## config.mk

```make
export PLATFORM = sky130hd
export DESIGN_NAME = sha1_stream_ctrl
export DESIGN_NICKNAME = d
export VERILOG_FILES = /design/src/rtl/sha1_stream_ctrl.sv
export SDC_FILE = /design/constraint.sdc
export NUM_CORES = 2
export LEC_CHECK = 0
export BUFFER_PORTS_ARGS = -buffer_cell sky130_fd_sc_hd__buf_2
export CORE_AREA = 2 2 334 336
export DETAILED_ROUTE_END_ITERATION = 16
export DIE_AREA = 0 0 336 338
export GPL_ROUTABILITY_DRIVEN = 0
export PLACE_DENSITY = 0.49
export SETUP_SLACK_MARGIN = 0.02
export SLEW_MARGIN = 20
export SYNTH_ARGS = -nofsm -noshare
export SYNTH_HDL_FRONTEND = slang
export SYNTH_SLANG_ARGS = --single-unit
```

## constraint.sdc

```tcl
create_clock -name clk -period 28.2 [get_ports clk]
set_clock_uncertainty 0.1 [all_clocks]
set_input_delay 2.82 -clock clk [delete_from_list [all_inputs] [get_ports clk]]
set_output_delay 2.82 -clock clk [all_outputs]
set_load 0.01 [all_outputs]
```

## src/rtl/sha1_stream_ctrl.sv

```systemverilog
// Byte-stream front end for a SHA-1 block-compression core: assembles big-endian
// 512-bit blocks, appends SHA-1 padding and bit length, and sequences the core.
module sha1_stream_ctrl #(
    parameter int unsigned RESET_CYCLES = 4,
    parameter int unsigned FEED_CYCLES  = 4
) (
    input  logic         clk,
    input  logic         reset,
    input  logic         in_valid,
    input  logic [7:0]   in_data,
    input  logic         in_last,
    output logic         in_ready,
    output logic         sha_reset,
    output logic         sha_feed,
    output logic [511:0] sha_message,
    input  logic         sha_done,
    input  logic [159:0] sha_hash,
    output logic [159:0] hash,
    output logic         hash_valid,
    output logic         busy
);

    typedef enum logic [2:0] {
        S_IDLE,
        S_CRST,
        S_FILL,
        S_PAD,
        S_FEED,
        S_WAIT
    } state_t;

    localparam logic [15:0] RST_LOAD  = 16'(RESET_CYCLES - 1);
    localparam logic [15:0] FEED_LOAD = 16'(FEED_CYCLES - 1);

    state_t         state_q;
    logic [511:0]   msg_q;
    logic [6:0]     idx_q;
    logic [31:0]    byte_cnt_q;
    logic [15:0]    cnt_q;
    logic           last_seen_q;
    logic           marker_q;
    logic           final_q;
    logic           pad_next_q;
    logic           in_ready_q;
    logic           sha_reset_q;
    logic           sha_feed_q;
    logic           hash_valid_q;
    logic           busy_q;
    logic [159:0]   hash_q;

    logic           accept;
    logic [511:0]   fill_msg_d;
    logic [511:0]   pad_msg_d;
    logic [63:0]    len_d;

    assign accept = in_valid && in_ready_q;
    assign len_d  = {29'b0, byte_cnt_q, 3'b000};

    // Per-byte views of the buffer: the incoming byte dropped at idx, and the
    // padded image (data below idx, marker at idx if not yet placed, zeros above).
    genvar gi;
    generate
        for (gi = 0; gi < 64; gi++) begin : g_byte
            localparam int HI = 511 - 8 * gi;
            assign fill_msg_d[HI -: 8] = (idx_q == 7'(gi)) ? in_data : msg_q[HI -: 8];
            assign pad_msg_d[HI -: 8]  = (7'(gi) < idx_q) ? msg_q[HI -: 8] :
                                         ((7'(gi) == idx_q) && !marker_q) ? 8'h80 : 8'h00;
        end
    endgenerate

    always_ff @(posedge clk or posedge reset) begin
        if (reset) begin
            state_q      <= S_IDLE;
            msg_q        <= '0;
            idx_q        <= '0;
            byte_cnt_q   <= '0;
            cnt_q        <= '0;
            last_seen_q  <= 1'b0;
            marker_q     <= 1'b0;
            final_q      <= 1'b0;
            pad_next_q   <= 1'b0;
            in_ready_q   <= 1'b0;
            sha_reset_q  <= 1'b0;
            sha_feed_q   <= 1'b0;
            hash_valid_q <= 1'b0;
            busy_q       <= 1'b0;
            hash_q       <= '0;
        end else begin
            case (state_q)
                S_IDLE: begin
                    in_ready_q <= 1'b1;
                    busy_q     <= 1'b0;
                    if (accept) begin
                        msg_q        <= {in_data, 504'b0};
                        idx_q        <= 7'd1;
                        byte_cnt_q   <= 32'd1;
                        last_seen_q  <= in_last;
                        marker_q     <= 1'b0;
                        final_q      <= 1'b0;
                        pad_next_q   <= 1'b0;
                        hash_valid_q <= 1'b0;
                        in_ready_q   <= 1'b0;
                        sha_reset_q  <= 1'b1;
                        cnt_q        <= RST_LOAD;
                        busy_q       <= 1'b1;
                        state_q      <= S_CRST;
                    end
                end

                S_CRST: begin
                    if (cnt_q == 16'd0) begin
                        sha_reset_q <= 1'b0;
                        if (last_seen_q) begin
                            state_q <= S_PAD;
                        end else begin
                            in_ready_q <= 1'b1;
                            state_q    <= S_FILL;
                        end
                    end else begin
                        cnt_q <= cnt_q - 16'd1;
                    end
                end

                S_FILL: begin
                    if (accept) begin
                        msg_q      <= fill_msg_d;
                        idx_q      <= idx_q + 7'd1;
                        byte_cnt_q <= byte_cnt_q + 32'd1;
                        if (in_last) begin
                            last_seen_q <= 1'b1;
                        end
                        if (idx_q == 7'd63) begin
                            // A full block goes out as-is; a final byte here defers padding.
                            in_ready_q <= 1'b0;
                            pad_next_q <= in_last;
                            sha_feed_q <= 1'b1;
                            cnt_q      <= FEED_LOAD;
                            state_q    <= S_FEED;
                        end else if (in_last) begin
                            in_ready_q <= 1'b0;
                            state_q    <= S_PAD;
                        end
                    end
                end

                S_PAD: begin
                    marker_q <= 1'b1;
                    if (marker_q || idx_q <= 7'd55) begin
                        msg_q   <= {pad_msg_d[511:64], len_d};
                        final_q <= 1'b1;
                    end else begin
                        msg_q <= pad_msg_d;
                    end
                    sha_feed_q <= 1'b1;
                    cnt_q      <= FEED_LOAD;
                    state_q    <= S_FEED;
                end

                S_FEED: begin
                    if (cnt_q == 16'd0) begin
                        sha_feed_q <= 1'b0;
                        state_q    <= S_WAIT;
                    end else begin
                        cnt_q <= cnt_q - 16'd1;
                    end
                end

                S_WAIT: begin
                    if (sha_done) begin
                        if (final_q) begin
                            hash_q       <= sha_hash;
                            hash_valid_q <= 1'b1;
                            in_ready_q   <= 1'b1;
                            busy_q       <= 1'b0;
                            state_q      <= S_IDLE;
                        end else begin
                            msg_q <= '0;
                            idx_q <= '0;
                            if (pad_next_q || marker_q) begin
                                pad_next_q <= 1'b0;
                                state_q    <= S_PAD;
                            end else begin
                                in_ready_q <= 1'b1;
                                state_q    <= S_FILL;
                            end
                        end
                    end
                end

                default: begin
                    state_q <= S_IDLE;
                end
            endcase
        end
    end

    assign in_ready    = in_ready_q;
    assign sha_reset   = sha_reset_q;
    assign sha_feed    = sha_feed_q;
    assign sha_message = msg_q;
    assign hash        = hash_q;
    assign hash_valid  = hash_valid_q;
    assign busy        = busy_q;

endmodule
```

# Word level (Yosys, flattened, before mapping)
# Index checks and enable logic that the tools add are counted.
# word_totals
ff_bits,739
# classes
n_addsub,3
n_lt_le_gt_ge,65
n_eq_ne,217
n_mux,259
reduce_logical,159
# ops
cell,count
$mux 512,4
$pmux 512 s4,1
$mux 8,192
$reduce_and 6->1,57
$eq 6x7->1 const A,32
$eq 7x6->1 const B,32
$lt 6x7->1 const A,32
$ne 2x2->1 const B,76
$eq 5x7->1 const A,16
$eq 7x5->1 const B,16
$lt 5x7->1 const A,16
$reduce_and 7->1,10
$logic_and 1x1->1,65
$mux 16,4
$mux 32,2
$mux 64,1
$pmux 16 s4,1
$pmux 32 s2,1
$eq 4x7->1 const A,8
$eq 7x4->1 const B,8
$lt 4x7->1 const A,8
$add 32x1->32 const B,1
$mux 1,30
$ne 3x3->1 const B,10
other kinds (36),80

# Longest topological paths before layout
# depth
ltp_word,6
mapped_depth,11

# Worst setup path before layout
# OpenSTA, ideal clock, no wires.
# synth_timing
path_kind,input to register
startpoint,input in_valid
endpoint,register msg_q[288] (netlist: sha_message[288])
setup_ps,125
t_arrival_ps,4466
required_ps,27975
slack_ps,23509
cell_stages,6
n_path_buf,1
path_cell_list,and4bb_2 a311oi_4 buf_4 nor3_1 a31oi_4 mux2_2
# synth_via
elab_chain_len,3
word_cells_on_any_way,4
classes_between,eq/ne (2); reduce/logical (2)
# synth_rtl
element,line_no,source
"start, declared",9,"input logic in_valid,"
$logic_and 1x1->1 (*),56,assign accept = in_valid && in_ready_q;
$ne 2x2->1 (no source line),--,
$reduce_and 6->1 (no source line) (*),--,
"end signal, assigned",94,"msg_q <= {in_data, 504'b0};"
"end signal, assigned",126,msg_q <= fill_msg_d;
"end signal, assigned",149,"msg_q <= {pad_msg_d[511:64], len_d};"
"end, declared",36,logic [511:0] msg_q;
# Mark *: on every way between the ends. The rest lies on a longest branch, timed or not.
# A chain may end at the register's enable or synchronous reset.

==> flow_metrics.tcl <==
set metrics [dict create \
    crit_required_ps 28740 \
    root_buffer "clkbuf_16" \
    hold_slack_ps 370 \
    placementRows 122 \
    routedWlPerCell_um 25.8 \
    drt_iter0_drc 1447 \
    rsz0062_at_grt "false" \
    syn_area_per_cell_um2 13.0 \
    most-common-layout-cells "buf_2, dfrtp_1, mux2_2" \
    p_switching_w 0.00205 \
    status "complete, no violations" \
    slew_headroom_pct 21.8 \
    drcViolationCount 0 \
    vias 23300 \
    clock_latency_ps 670 \
    utilization_pct 36.2 \
    netlist_top_cells_area "dfrtp_1, mux2_2, o21ai_0" \
    grt_pass1_wl_um 173000 \
    cts_made_buffers 89 \
    start_kind "input port" \
    drive_gt1_share_pct 51.6 \
    swShare_pct 39.6 \
    seqPwrFrac_pct 35.1 \
    cts_tree "done" \
    portBuffers 849 \
    leakagePower_nw 20.2 \
    intPower_w 0.00312 \
    layoutNonFillerInstCount 4779 \
    fin_tns_setup_ps 0 \
    multi_input_area_um2 11800 \
    finalHoldViolations 0 \
    syn-num-nets 2551 \
    syn_to_final_growth_pct 28.9 \
    clkPwrFrac_pct 22.9 \
    synthFlopType "dfrtp_1" \
    post_cts.repair.setup_buffers 0 \
    io_pins 850 \
    regArea_um2 18500 \
    viasPerCell 4.87 \
    grt_max_degree 152 \
    synth_cell_types 85 \
    power_w 0.00517 \
    ys_seq_elements 739 \
    place_inst 4608 \
    routed-wl-met3_um 9960 \
    cp.arrival_ps 6000 \
    nets 3390 \
    ctsHoldBuffers 0 \
    cap_violations 0 \
    grt-ovfl-total 0 \
    ys_warn_count 0 \
    slew_viol_final 0 \
    drtAntennaViolNets 0 \
    place_hpwl_um 90000 \
    wl_met2_um 56700 \
    fillers 11000 \
    hp-class "register to register" \
    initial_utilization_pct 28.1 \
    path_max_fanout 94 \
    whs_path_depth 2 \
    power.density_nw_per_um2 130 \
    ctsResizeCount 0 \
    fmax_mhz 183 \
    die_x_um 336 \
    grt_usage_pct 21.0 \
    p_comb_share_pct 42.1 \
    antenna_found_initial 32 \
    synthCells 2372 \
    async_flop_share_pct 100 \
    yosysSeqAreaShare_pct 59.8 \
    cts.clk_slew.worst_paths_ps 60 \
    synth.cell_area_um2 30900 \
    synth_top_area_share_pct 59.8 \
    synth.largest_area_cell "dfrtp_1" \
    core_um2 110000 \
    drt-met1-wl_um 53000 \
    cts.path.max_buffers 3 \
    endpoint_kind "asynchronous set/reset pin" \
    dr.pass1.iters 5 \
    drt_wl_total_um 123000 \
    die_h_um 338 \
    synth_edf_count 0 \
    grt_pass1_vias 22900 \
    final_common_cell "buf_2" \
    htreeDepth 3 \
    reg2reg_depth 6 \
    clock_sinks 739 \
    setup_violations 0 \
    crit_type "input port to asynchronous set/reset pin" \
    finalCritPeriodShare_pct 19.4 \
    vdd_ir_drop_max_uv 63.7 \
    finalCriticalPeriod_ps 5460 \
    top_layer "met5" \
    fp.dieArea_um2 114000 \
    tightest_slew_ps 1170 \
]
==> metal layers <==
layer / vias up / global-route usage [%]
met1: 12000 / 28.1
met3: 173 / 6.00
met5: - / 0
met4: 22 / 6.70
li1: 10200 / -
met2: 828 / 32.6
==> cells by family (layout without fill, tap and decap cells) <==
family | after synthesis | in the layout | synth area share, %
muxes | 580 | 580 | 21.1
adders and majority gates | 6 | 6 | 0.243
other | 0 | 8 | 0
xor gates and xnor gates | 22 | 22 | 0.623
buffers and inverters | 175 | 1086 | 2.39
AOI/OAI and AO/OA | 393 | 393 | 8.11
and+or+nand+nor | 457 | 457 | 7.74
DFF | 739 | 739 | 59.8
==> flip-flops by register name (all words and copies together), names as in the netlist <==
name         count
sha_message    512
hash           160
byte_cnt_q      32
cnt_q           16
idx_q            7
state_q          3
busy             1
final_q          1
hash_valid       1
in_ready         1
last_seen_q      1
marker_q         1
pad_next_q       1
sha_feed         1
sha_reset        1
==> area by class of cell <==
cell class	count	share of cell area, %
Antenna cell	8	0.0502
Clock buffer	124	6.20
Clock inverter	39	1.32
Inverter	24	0.245
Multi-Input combinational cell	1458	29.5
Sequential cell	739	46.4
Tap cell	1488	4.67
Timing Repair Buffer	899	11.6
==> critical path: stages <==
cell	delay (ps)
buf_2	130
inv_8	500
buf_4	690
buf_4	770
buf_4	870
==> synthesized netlist by cell type, types with 21 or more instances <==
cell type and instances:
a31oi_1 21, inv_1 23, a21oi_1 97, nor2_1 84, nand2_1 150, mux2_2 576
dfrtp_1 739, nand3_1 45, clkbuf_1 90, o21ai_0 175, nor3_1 21, buf_2 47
==> final timing paths <==
kind | from | end | slack [ps]
worst max register to register | state_q[0] | hash[28] | 24050
worst max-delay path | reset | sha_message[350] | 22740
worst min register to register | sha_message[159] | sha_message[159] | 370
worst min-delay path | sha_message[159] | sha_message[159] | 370
min in group asynchronous | reset | hash[54] | 2190
max in group clk | sha_done | hash[28] | 22960
==> power groups by stage <==
stage	Sequential, W	Combinational [W]	Clock, W
after CTS	0.00181	0.00221	0.00122
after global placement	0.00181	0.00220	0
final	0.00181	0.00218	0.00118
after detailed placement	0.00182	0.00221	0
after floorplan	0.00202	0.000932	0
after global routing	0.00188	0.00232	0.00126
==> stage by stage <==
step                setup WS, ps  instance area (um2)
floorplan                   4540                30900
global placement           21850                36800
detailed placement         21890                36800
CTS                        22610                39800
global route               22290                39800
finish                     22740                39900
No activity file was read; power rests on OpenSTA's default activity.
